==> config.mk <==
export PLATFORM = sky130hd
export DESIGN_NAME = conv_enc_frame_ctrl
export DESIGN_NICKNAME = d
export VERILOG_FILES = /design/src/rtl/conv_enc_frame_ctrl.sv
export SDC_FILE = /design/constraint.sdc
export NUM_CORES = 1
export LEC_CHECK = 0
export BUFFER_PORTS_ARGS = -buffer_cell sky130_fd_sc_hd__buf_2
export CORE_AREA = 2 2 56 58
export CTS_CLUSTER_SIZE = 30
export DETAILED_ROUTE_END_ITERATION = 16
export DIE_AREA = 0 0 58 60
export PLACE_DENSITY = 0.68
export SETUP_SLACK_MARGIN = 0.1
export SYNTH_ARGS = -nofsm -noshare
export SYNTH_HDL_FRONTEND = slang
export SYNTH_SLANG_ARGS = --single-unit
==> constraint.sdc <==
create_clock -name clk -period 1.5 [get_ports clk]
set_input_delay 0.225 -clock clk [delete_from_list [all_inputs] [get_ports clk]]
set_output_delay 0.225 -clock clk [all_outputs]
set_load 0.03 [all_outputs]
==> src/rtl/conv_enc_frame_ctrl.sv <==
// Frame sequencer for a rate-1/2 K=3 convolutional encoder: clears it, feeds a frame MSB-first, registers symbols.
// Define CENC_TAIL_EN to append two zero tail bits that return the trellis to the zero state.
module conv_enc_frame_ctrl #(
  parameter  int FRAME_LEN = 16,
  localparam int CNT_W     = $clog2(FRAME_LEN + 1)
) (
  input  logic                 clk,
  input  logic                 reset,
  input  logic                 in_valid,
  output logic                 in_ready,
  input  logic [FRAME_LEN-1:0] in_data,
  input  logic                 abort,
  output logic                 enc_b,
  output logic                 enc_rst,
  input  logic [1:0]           enc_c,
  output logic [1:0]           out_sym,
  output logic                 out_valid,
  output logic                 out_last,
  output logic                 done,
  output logic                 busy
);

`ifdef CENC_TAIL_EN
  typedef enum logic [1:0] {IDLE, CLEAR, DATA, TAIL} state_t;
`else
  typedef enum logic [1:0] {IDLE, CLEAR, DATA} state_t;
`endif

  state_t               state_q, state_d;
  logic [FRAME_LEN-1:0] shreg_q, shreg_d;
  logic [CNT_W-1:0]     cnt_q, cnt_d;
  logic [1:0]           out_sym_q, out_sym_d;
  logic                 out_valid_q, out_valid_d;
  logic                 out_last_q, out_last_d;
  logic                 sym_valid, sym_last;

  always_ff @(posedge clk or posedge reset) begin
    if (reset) begin
      state_q     <= IDLE;
      shreg_q     <= '0;
      cnt_q       <= '0;
      out_sym_q   <= '0;
      out_valid_q <= 1'b0;
      out_last_q  <= 1'b0;
    end else begin
      state_q     <= state_d;
      shreg_q     <= shreg_d;
      cnt_q       <= cnt_d;
      out_sym_q   <= out_sym_d;
      out_valid_q <= out_valid_d;
      out_last_q  <= out_last_d;
    end
  end

  always_comb begin
    state_d   = state_q;
    shreg_d   = shreg_q;
    cnt_d     = cnt_q;
    in_ready  = 1'b0;
    enc_rst   = 1'b0;
    enc_b     = 1'b0;
    sym_valid = 1'b0;
    sym_last  = 1'b0;

    case (state_q)
      IDLE: begin
        in_ready = 1'b1;
        enc_rst  = 1'b1;
        if (in_valid) begin
          shreg_d = in_data;
          cnt_d   = '0;
          state_d = CLEAR;
        end
      end
      CLEAR: begin
        enc_rst = 1'b1;
        state_d = abort ? IDLE : DATA;
      end
      DATA: begin
        enc_b     = shreg_q[FRAME_LEN-1];
        shreg_d   = shreg_q << 1;
        cnt_d     = cnt_q + CNT_W'(1);
        sym_valid = 1'b1;
        if (cnt_q == CNT_W'(FRAME_LEN - 1)) begin
`ifdef CENC_TAIL_EN
          cnt_d   = '0;
          state_d = TAIL;
`else
          sym_last = 1'b1;
          state_d  = IDLE;
`endif
        end
        if (abort) begin
          sym_valid = 1'b0;
          sym_last  = 1'b0;
          state_d   = IDLE;
        end
      end
`ifdef CENC_TAIL_EN
      TAIL: begin
        cnt_d     = cnt_q + CNT_W'(1);
        sym_valid = 1'b1;
        // cnt restarts at 0 on entry, so 1 marks the second tail bit
        if (cnt_q == CNT_W'(1)) begin
          sym_last = 1'b1;
          state_d  = IDLE;
        end
        if (abort) begin
          sym_valid = 1'b0;
          sym_last  = 1'b0;
          state_d   = IDLE;
        end
      end
`endif
      default: state_d = IDLE;
    endcase

    out_sym_d   = sym_valid ? enc_c : out_sym_q;
    out_valid_d = sym_valid;
    out_last_d  = sym_last;
  end

  assign out_sym   = out_sym_q;
  assign out_valid = out_valid_q;
  assign out_last  = out_last_q;
  assign done      = out_valid_q & out_last_q;
  assign busy      = (state_q != IDLE);

endmodule

==> flow_summary.yaml <==
logic_synthesis:
  synth_cells: 123
  postSynthAreaPerCell_sq_um: 10.2
  netlist_area_sq_um: 1250
  synth_cell_types: 24
  ys.warnings.count: 0
  synth.ff_latch_count: 27
  synth_fp_nets: 147
  ys_seq_area_frac: 0.539
drt:
  vias: 1051
  drt_pass1_iterations: 4
  drt_wl_total_mm: 2.70
  ant_nets: 0
  avgRoutedWirePerCell_microns: 13.4
  dr.first_iter.drc_count: 21
  drc: 0
  drt-vias-per-instance: 5.23
cells_and_area:
  final_cell_mix: "buf_2 (26), dfrtp_1 (25), buf_4 (16)"
  final_area_sq_um: 1640
  stdcell_count: 201
  drive_gt1_frac: 0.399
  final_net_count: 193
  antenna_cells: 0
  fin_util: 0.564
  area_growth_pct: 30.8
  final_common_cell: "buf_2"
die:
  die_area_sq_um: 3480
  rows: 20
  start_util: 0.431
  pin_count: 31
  dieHeight_microns: 60
  die_w_microns: 58
  core_sq_um: 2900
setup_path:
  cp_cell_sequence: "or2_4 > inv_2 > buf_6"
  criticalPathCategory: "flop to output port"
  slowest_delay_ps: 480
  critical_path.slowest_cell: "dfrtp_2"
  critPathArrivalTime_ps: 1240
  critPathCaptureType: "output port"
  start_kind: "flop"
  path_max_fanout: 7
  required_ps: 1270
placed_design:
  dp.final_hpwl_mm: 1.91
  place.gp.congestion: 0.792
  dpl-instance-area_sq_um: 1450
  placedCellCount: 185
  placement.io_buffers: 30
timing:
  period_needed_ps: 1470
  setup_tns_ps: 0
  skew_ps: 11.1
  rsz0062_at_grt: "yes"
  setup_viol: 0
  finalHoldViolations: 0
  slew_violations: 0
  max_slew_margin: 0.771
  min_period_over_period: 0.977
  fmax_mhz: 682
  tightest_slew_ps: 343
global_route:
  grt_pass1_vias: 1012
  grt_max_degree: 28
  grt_overflow: 0
  grt_pass1_wl_mm: 4.38
  antenna_found_initial: 0
  track_usage: 0.166
clocking:
  cts_root_buf: "clkbuf_4"
  cts_made_buffers: 3
  clock_sinks: 27
  h-tree-depth: 1
  clk_pin_slew_ps: 160
  clock_path_buffers: 2
  clock_latency_ps: 320
  cts_tree: "yes"
run:
  drv_cap: 0
worst_hold_path:
  hold_class: "primary input to flop"
pwr:
  peakVddDrop_mv: 0.726
  cellPowerDensity_nw_per_um2: 1160
  leakage_nw: 0.777
outcome:
  status: "completed"
==> through the flow <==
step	power, mW	hold slack, ps	setup WS, ps
after floorplan	1.34	278	188
after global placement	1.49	293	94.8
after detailed placement	1.51	303	56.9
after CTS	1.89	61.6	8.46
after global routing	2.01	96.3	-1.44
final	1.91	85.6	34.4
==> sequential cells by signal, indices dropped and copies added (netlist names) <==
| signal | cells |
|---|---|
| out_sym | 2 |
| shreg_q | 16 |
| out_valid | 1 |
| out_last | 1 |
| state_q | 2 |
| cnt_q | 5 |
==> power breakdown <==
group          switching (mW)  leakage, nW  internal [mW]  total [mW]
combinational           0.307        0.418          0.286       0.593
clock                   0.219       0.0177         0.0998       0.319
sequential              0.110        0.341          0.885       0.995
total                   0.635        0.777           1.27        1.91
==> worst max-delay path, delay by kind of cell, from the launching register on <==
family | cells | cell delay [ps]
and+or+nand+nor | 1 | 250
buffers and inverters | 2 | 180
DFF | 1 | 480
==> cell families after synthesis <==
family | synth area share
and+or+nand+nor | 0.151
DFF | 0.539
buffers and inverters | 0.0469
muxes | 0.0180
adders and majority gates | 0.0200
AOI/OAI and AO/OA | 0.225
==> final cells by class <==
cell class | count | area, sq um
clock buffers | 3 | 22.5
repair buffers | 48 | 317
inverters | 5 | 18.8
well taps | 33 | 41.3
flip-flops and latches | 27 | 678
fillers | 249 | 1260
multi-input cells | 84 | 556
clock inverters | 1 | 5.00
==> per-layer routing <==
metal,GRT usage,routed length [microns],vias up
li1,-,-,524
met1,0.201,1210,514
met2,0.308,1420,11
met3,0.0195,54,2
met4,0.0498,17,0
met5,0,0,-
==> synth_stat cells <==
cell,count,area (sq um)
a21oi_1,7,35.0
and2b_4,1,10.0
nand3_1,2,10.0
o311ai_0,1,8.76
o21ai_0,10,50.1
buf_4,2,15.0
nand2_1,13,48.8
a32o_1,1,10.0
a22o_1,1,8.76
mux2_2,2,22.5
nor2_2,1,6.26
and2_1,4,25.0
buf_2,5,25.0
o21ai_1,9,45.0
ha_1,2,25.0
nand2b_1,2,12.5
and3_1,1,6.26
nor3b_1,1,7.51
nor2b_1,9,56.3
or2_1,1,6.26
a22oi_1,15,113
inv_1,5,18.8
dfrtp_1,27,676
o21bai_2,1,11.3
==> final timing paths <==
check,from,endpoint,slack [ps],cells past startpoint
worst max-delay path,state_q[1]$_DFFE_PP0P_,in_ready,30,3
worst min-delay path,abort,state_q[1]$_DFFE_PP0P_,90,2
worst max register to register,state_q[0]$_DFFE_PP0P_,out_sym[1]$_DFFE_PP0P_,130,4
worst min register to register,cnt_q[4]$_DFFE_PP0P_,cnt_q[4]$_DFFE_PP0P_,500,2
max in group asynchronous,reset,state_q[1]$_DFFE_PP0P_,750,4
min in group asynchronous,reset,shreg_q[7]$_DFFE_PP0P_,480,4
==> timing repair <==
action | in CTS | in global routing
endpoints found under the setup margin | 16 | 8
pin swaps | 2 | 1
hold endpoints to repair | 27 | 0
hold buffers | 1 | 0
buffers inserted | 7 | 4
gates resized for setup | 14 | 8
(Power assumes the default switching activity.)
